===== config.mk =====
export PLATFORM = sky130hd
export DESIGN_NAME = lfsr_waveform_source
export DESIGN_NICKNAME = d
export VERILOG_FILES = /design/src/rtl/lfsr_waveform_source.sv
export SDC_FILE = /design/constraint.sdc
export NUM_CORES = 1
export LEC_CHECK = 0
export BUFFER_PORTS_ARGS = -buffer_cell sky130_fd_sc_hd__buf_2
export CAP_MARGIN = 20
export CORE_ASPECT_RATIO = 1.4
export CORE_UTILIZATION = 45
export DETAILED_ROUTE_END_ITERATION = 8
export HOLD_SLACK_MARGIN = 0.06
export PLACE_DENSITY = 0.72
export SLEW_MARGIN = 10
export SYNTH_ARGS = -nofsm -noshare
export SYNTH_HDL_FRONTEND = slang
export SYNTH_SLANG_ARGS = --single-unit

===== constraint.sdc =====
create_clock -name clk_in -period 14.3 [get_ports clk_in]
set_input_delay 2.86 -clock clk_in [delete_from_list [all_inputs] [get_ports clk_in]]
set_output_delay 2.86 -clock clk_in [all_outputs]
set_load 0.05 [all_outputs]

===== src/rtl/lfsr_waveform_source.sv =====
// Tick-driven DAC sample source: LFSR noise, sawtooth, triangle or square, with a valid/ready output.
// Define LFSR_WAVEFORM_DITHER_EN to add LFSR dither (DITHER_BITS parameter) to modes 1-3.
module lfsr_waveform_source #(
  parameter int unsigned           LFSR_WIDTH = 32,
  parameter logic [LFSR_WIDTH-1:0] TAP_MASK   = 32'h48000000,
  parameter int unsigned           OUT_WIDTH  = 12,
  parameter int unsigned           DIV_WIDTH  = 30
`ifdef LFSR_WAVEFORM_DITHER_EN
  , parameter int unsigned         DITHER_BITS = 2
`endif
) (
  input  logic                  clk_in,
  input  logic                  reset,
  input  logic                  enable,
  input  logic [DIV_WIDTH-1:0]  period,
  input  logic [1:0]            mode,
  input  logic [OUT_WIDTH-1:0]  step,
  input  logic                  seed_load,
  input  logic [LFSR_WIDTH-1:0] seed,
  input  logic                  clr_overrun,
  output logic [OUT_WIDTH-1:0]  sample_out,
  output logic                  sample_valid,
  input  logic                  sample_ready,
  output logic                  overrun,
  output logic                  tick
);

  typedef enum logic {DIR_UP, DIR_DOWN} dir_t;

  localparam logic [OUT_WIDTH-1:0] ONES = '1;

  logic [DIV_WIDTH-1:0]  div_cnt;
  logic [DIV_WIDTH-1:0]  period_m1;
  logic                  tick_int;
  logic [LFSR_WIDTH-1:0] lfsr;
  logic [LFSR_WIDTH-1:0] lfsr_next;
  logic [OUT_WIDTH-1:0]  phase;
  logic [OUT_WIDTH-1:0]  phase_next;
  logic [OUT_WIDTH:0]    up_sum;
  dir_t                  dir;
  dir_t                  dir_next;
  logic [OUT_WIDTH-1:0]  wave;
  logic [OUT_WIDTH-1:0]  sample_next;

  // A period of 0 behaves as 1, so the wrap threshold is clamped at 0.
  assign period_m1 = (period == '0) ? '0 : period - DIV_WIDTH'(1);
  assign tick_int  = enable & ~reset & (div_cnt >= period_m1);
  assign tick      = tick_int;

  always_ff @(posedge clk_in) begin
    if (reset) begin
      div_cnt <= '0;
    end else if (!enable) begin
      div_cnt <= '0;
    end else if (div_cnt >= period_m1) begin
      div_cnt <= '0;
    end else begin
      div_cnt <= div_cnt + DIV_WIDTH'(1);
    end
  end

  // Seed load outranks the lock-up guard, which outranks the shift.
  always_comb begin
    lfsr_next = lfsr;
    if (seed_load) begin
      lfsr_next = (seed == '0) ? LFSR_WIDTH'(1) : seed;
    end else if (lfsr == '0) begin
      lfsr_next = LFSR_WIDTH'(1);
    end else if (tick_int) begin
      lfsr_next = {lfsr[LFSR_WIDTH-2:0], ^(lfsr & TAP_MASK)};
    end
  end

  always_comb begin
    up_sum     = {1'b0, phase} + {1'b0, step};
    phase_next = phase;
    dir_next   = dir;
    if (tick_int) begin
      case (mode)
        2'd1, 2'd3: phase_next = up_sum[OUT_WIDTH-1:0];
        2'd2: begin
          if (dir == DIR_UP) begin
            if (up_sum[OUT_WIDTH]) begin
              phase_next = ONES;
              dir_next   = DIR_DOWN;
            end else begin
              phase_next = up_sum[OUT_WIDTH-1:0];
            end
          end else begin
            if (phase < step) begin
              phase_next = '0;
              dir_next   = DIR_UP;
            end else begin
              phase_next = phase - step;
            end
          end
        end
        default: phase_next = phase;
      endcase
    end
  end

  always_comb begin
    case (mode)
      2'd0:    wave = lfsr_next[OUT_WIDTH-1:0];
      2'd3:    wave = phase_next[OUT_WIDTH-1] ? ONES : '0;
      default: wave = phase_next;
    endcase
  end

`ifdef LFSR_WAVEFORM_DITHER_EN
  logic [OUT_WIDTH:0] dither_sum;

  always_comb begin
    dither_sum  = {1'b0, wave} + (OUT_WIDTH+1)'(lfsr_next[DITHER_BITS-1:0]);
    sample_next = wave;
    if (mode != 2'd0) begin
      sample_next = dither_sum[OUT_WIDTH] ? ONES : dither_sum[OUT_WIDTH-1:0];
    end
  end
`else
  assign sample_next = wave;
`endif

  always_ff @(posedge clk_in) begin
    if (reset) begin
      lfsr         <= LFSR_WIDTH'(1);
      phase        <= '0;
      dir          <= DIR_UP;
      sample_out   <= '0;
      sample_valid <= 1'b0;
      overrun      <= 1'b0;
    end else begin
      lfsr  <= lfsr_next;
      phase <= phase_next;
      dir   <= dir_next;
      // A tick refills the slot even when the old sample leaves this cycle.
      if (tick_int) begin
        sample_out   <= sample_next;
        sample_valid <= 1'b1;
      end else if (sample_valid && sample_ready) begin
        sample_valid <= 1'b0;
      end
      if (tick_int && sample_valid && !sample_ready) begin
        overrun <= 1'b1;
      end else if (clr_overrun) begin
        overrun <= 1'b0;
      end
    end
  end

endmodule


# Yosys cells after proc, flatten, opt, wreduce, memory -nomap -nowiden
# Cells that the tools add are included.
dict set report op_classes {
  addsub 4
  n_lt_le_gt_ge 2
  n_eq_ne 3
  muxes 19
  n_bitwise 4
  n_reduce_logical 15
}
# operator n
set op_table {}
lappend op_table {{32-bit 2-to-1 mux} 4}
lappend op_table {{32-bit zero test} 2}
lappend op_table {{12-bit 2-to-1 mux} 5}
lappend op_table {{12-bit one-hot mux with 2 select lines} 2}
lappend op_table {{32-bit parity} 1}
lappend op_table {{30-bit by 1-bit adder with 30-bit output, second input constant} 1}
lappend op_table {{30-bit greater-or-equal comparator} 1}
lappend op_table {{30-bit zero test} 1}
lappend op_table {{30-bit 2-to-1 mux} 1}
lappend op_table {{30-bit by 1-bit subtractor with 30-bit output, second input constant} 1}
lappend op_table {{12-bit by 12-bit adder with 13-bit output} 1}
lappend op_table {{12-bit < comparator} 1}
lappend op_table {{12-bit subtractor} 1}
lappend op_table {{1-bit 2-to-1 mux} 7}
lappend op_table {{2-bit == test, second input constant} 2}
lappend op_table {{2-bit nonzero test} 2}
lappend op_table {{1-bit logical AND} 3}
lappend op_table {{3-bit nonzero test} 1}
lappend op_table {{3-bit OR reduction} 1}
lappend op_table {{1-bit bitwise AND} 2}
lappend op_table {{2-bit by 1-bit == test with 1-bit output, second input constant} 1}
lappend op_table {{2-bit zero test} 1}
lappend op_table {{1-bit NOT} 2}
lappend op_table {{2-bit AND reduction} 1}
lappend op_table {{other kinds (2)} 2}
dict set report totals {
  regBits 89
  in_bits 82
  out_inout_bits 15
  wordCells 55
}

# Depth between registers and ports, before layout
dict set report depth {
  ltp_word 8
  depth_mapped 23
  mapped_depth_nobuf 20
}

# Worst setup path after synthesis
# OpenSTA, ideal clock, no wires.
dict set report synth_timing {
  kind {input-to-output}
  from {input port period[2]}
  to {output port tick}
  arrival_ns 6.981
  required_time_ns 11.440
  setup_slack_ns 4.459
  cell_stages 19
  n_path_buf 3
  path_cell_list {nor4_2 -> nand2_1 -> nor4_4 -> nand2_2 -> or4_4 -> or3_4 -> nor4_4 -> nand2_2 -> buf_6 -> nand2_1 -> ha_1 -> a21oi_1 -> o21bai_1 -> o21ba_2 -> a211o_1 -> a32oi_1 -> clkbuf_1 -> buf_2 -> inv_1}
}
dict set report synth_between {
  elab_chain_len 4
  elab_cells_between_ends 5
  classes_between {add/sub: 1; order compare: 1; mux: 1; bitwise: 1; reduce/logical: 1}
}
# item line
set synth_rtl {}
lappend synth_rtl {{from (decl)} 15} ;# input logic [DIV_WIDTH-1:0] period,
lappend synth_rtl {{30-bit by 1-bit subtractor with 30-bit output / 30-bit zero test (equally long branches)} 46} ;# assign period_m1 = (period == '0) ? '0 : period - DIV_WIDTH'(1);
lappend synth_rtl {{30-bit 2-to-1 mux *} 46}
lappend synth_rtl {{30-bit greater-or-equal comparator *} 47} ;# assign tick_int = enable & ~reset & (div_cnt >= period_m1);
lappend synth_rtl {{1-bit bitwise AND *} 47}
lappend synth_rtl {{to (decl)} 25} ;# output logic tick
# Mark *: on every way between the ends. The rest lies on a longest branch, timed or not.

# Worst setup path after layout
# Ends and elaborated chain as after synthesis.

==> metrics.md <==
| Metric | Value |
|---|---|
| Final setup fails | 0 |
| Worst Path Arrival | approximately 7600 ps |
| Latest clock arrival within the worst-skew pair | approximately 340 ps |
| Final Slew Violations | 0 |
| RSZ-0062 raised after global routing | no |
| CP Launch Type | input pin |
| Status | finished clean |
| Syn nets | approximately 1000 |
| Critical path required time | roughly 11000 ps |
| Initial antenna violation count | 0 |
| Most frequent cells in the layout | nor2_1, buf_2, dfxtp_1, nand2_1, ha_1 |
| Synth Register Bits | between 80 and 90 |
| Setup Skew | 8.57 ps |
| # Post-CTS Setup Buffers | 0 |
| Core area | 14400 µm² |
| Achievable Freq | 0.0955 GHz |
| Crit Path Class | input pin to output pin |
| CTS hold repair buffers | 0 |
| Number of port buffers | 96 |
| Final Power | 0.580 mW |
| Initial Utilization | 45.8% |
| CP Capture Type | output pin |
| Power Density | between 70 and 80 nW/µm² |
| Via count | 6264 |
| DRT iter0 DRCs | 340 |
| Final WL | around 17000 µm |
| Placed Cells | 1084 |
| Nets | 1050 |
| Worst-path maximum fanout | 29 |
| Drt first pass iters | 5 |
| CTS max path bufs | 2 |
| Boundary Pins | 97 |
| HP Class | flip-flop to flip-flop |
| Syn Area/Cell | 7.97 µm² |
| Relative slew margins | between 20% and 30% |
| DRC | 0 |
| Worst Max-Slew Pin Slew | about 1100 ps |
| Fin crit period | 10470 ps |
| Ys async rst share | 0% |
| Final Hold Viols | 0 |
| TritonCTS clock tree | done |
| Clock transition at path regs | 60 ps |
| DP Wirelength | 12700 µm |
| Period utilization | 73.2% |
| LEAKAGE | approximately 3.3 nW |
| Top_reg_cell synth | dfxtp_1 |
| Mapped Area | roughly 6600 µm² |
| Layout cells sized above 1 | 16.2% |
| Sequential area share after synthesis | 26.9% |
| Synth Instances | between 800 and 900 |
| Placed Area | between 7000 and 8000 µm² |
| DIE AREA | 15200 µm² |
| Finished Layout Cells | 1098 |
| Global route overflow | 0 |
| N_diodes | 0 |
| Util after Layout | 52.1% |
| Height of the die | 146 µm |
| Vias in the first global route | 6077 |
| Layout area overhead | 13.7% |
| Design area | 7530 µm² |
| Root buf cell | clkbuf_16 |
| Die X | 105 µm |
| Average via count per standard cell | 5.70 |
| Max H-tree Level | 3 |
| Max-Cap Viols | 0 |
| Setup_tns | 0 ps |
| Number of synthesis warnings | 0 |
| # resized after CTS | 0 |
| Commonest non-fill, non-tap cell in the layout | nor2_1 |
| First-pass GRT wire length | 28100 µm |
| Largest net degree at the start of global routing | 47 |
| Drt wl/cell | between 15 and 20 µm |
| GP Congestion | 0.889 |
| Global-route usage over all layers | 22.3% |
| Post-synth EDFFs | 0 |
| Num Clock Sinks | 89 |
| Synth unique cells | 63 |
| Num rows | 52 |
| TritonCTS buffer count | 9 |
| Routed Antenna Nets | 0 |
| Peak supply drop | 0.0514 mV |
final timing paths:
path | from | end | slack, ps | depth (start not counted)
max | period[2] | tick | 3830 | 19
min reg2reg | sample_out[2] | sample_out[2] | 460 | 2
max reg2reg | phase[0] | sample_out[3] | 10160 | 13
min | sample_out[2] | sample_out[2] | 460 | 2
synth_stat cells, drive strengths merged, types with 13 or more instances:
cell    number  share of area (%)
nand2b      13                1.2
a22oi       29                3.3
nor2       115                6.5
xor2        32                4.2
xnor2       21                2.8
ha          60                 11
a21oi       44                3.3
inv         38                2.2
nor4        22                2.7
nand3       21                1.6
nand2       64                3.7
clkbuf      33                1.9
nor3        18                1.4
mux2i       19                2.9
o21ai       38                2.9
a211oi      24                2.7
dfxtp       89                 27
nand4       13                1.2
critical path, cell delays in order:
cell and delay [ps]:
buf_2 130, nor4_2 310, nand2_1 180, nor4_4 240
nand2_2 120, or4_4 450, or3_4 410, nor4_4 330
nand2_2 350, o21ai_0 210, ha_1 300, a21oi_1 140
a21boi_0 90, o21ba_2 210, a211o_1 300, a32oi_2 180
buf_4 350, inv_1 180, buf_2 250
state kept, by name, summed over array words and instances (netlist names):
register / flops
div_cnt: 30
sample_out: 12
sample_valid: 1
lfsr: 32
phase: 12
dir: 1
overrun: 1
where the power goes:
group | internal (mW) | total [mW] | switching, mW | leakage, nW
logic | 0.0364 | 0.0878 | 0.0514 | 2.43
registers | 0.254 | 0.259 | 0.00531 | 0.724
clock network | 0.138 | 0.233 | 0.0948 | 0.137
total | 0.429 | 0.580 | 0.151 | 3.29
cells by family after synthesis:
| family | after synthesis | synth area share (%) |
|---|---|---|
| AO/OA/AOI/OAI | 214 | 22.3 |
| XOR/XNOR | 53 | 7.01 |
| AND/OR/NAND/NOR | 308 | 22.8 |
| multiplexers | 28 | 4.40 |
| flip-flops | 89 | 26.9 |
| adder cells (fa/ha/maj) | 62 | 11.9 |
| buffers and inverters | 77 | 4.65 |
routing by layer:
layer  up-vias  global-route usage [%]  part of all wire [%]
li1       3167                       -                     -
met1      2887                    27.5                    45
met2       173                    38.8                    48
met3        37                    2.96                   3.9
met4         0                    9.43                   3.0
met5         -                       0                     0
through the flow:
step | setup slack (ps) | hold WS (ps)
5_1_grt | 3500 | 488
2_1_floorplan | 4460 | 449
3_5_place_dp | 3870 | 443
6_report | 3830 | 459
4_1_cts | 3850 | 459
3_3_place_gp | 3960 | 437
final cells by class:
class                      instances  area, µm²
fill                            1447       6920
multi-input combinational        665       4540
sequential                        89       1780
timing repair buffer             103        541
clock buffer                      11        243
tap                              189        236
inverter                          38        143
clock inverter                     3       42.5
No activity file was read; power rests on OpenSTA's default activity.
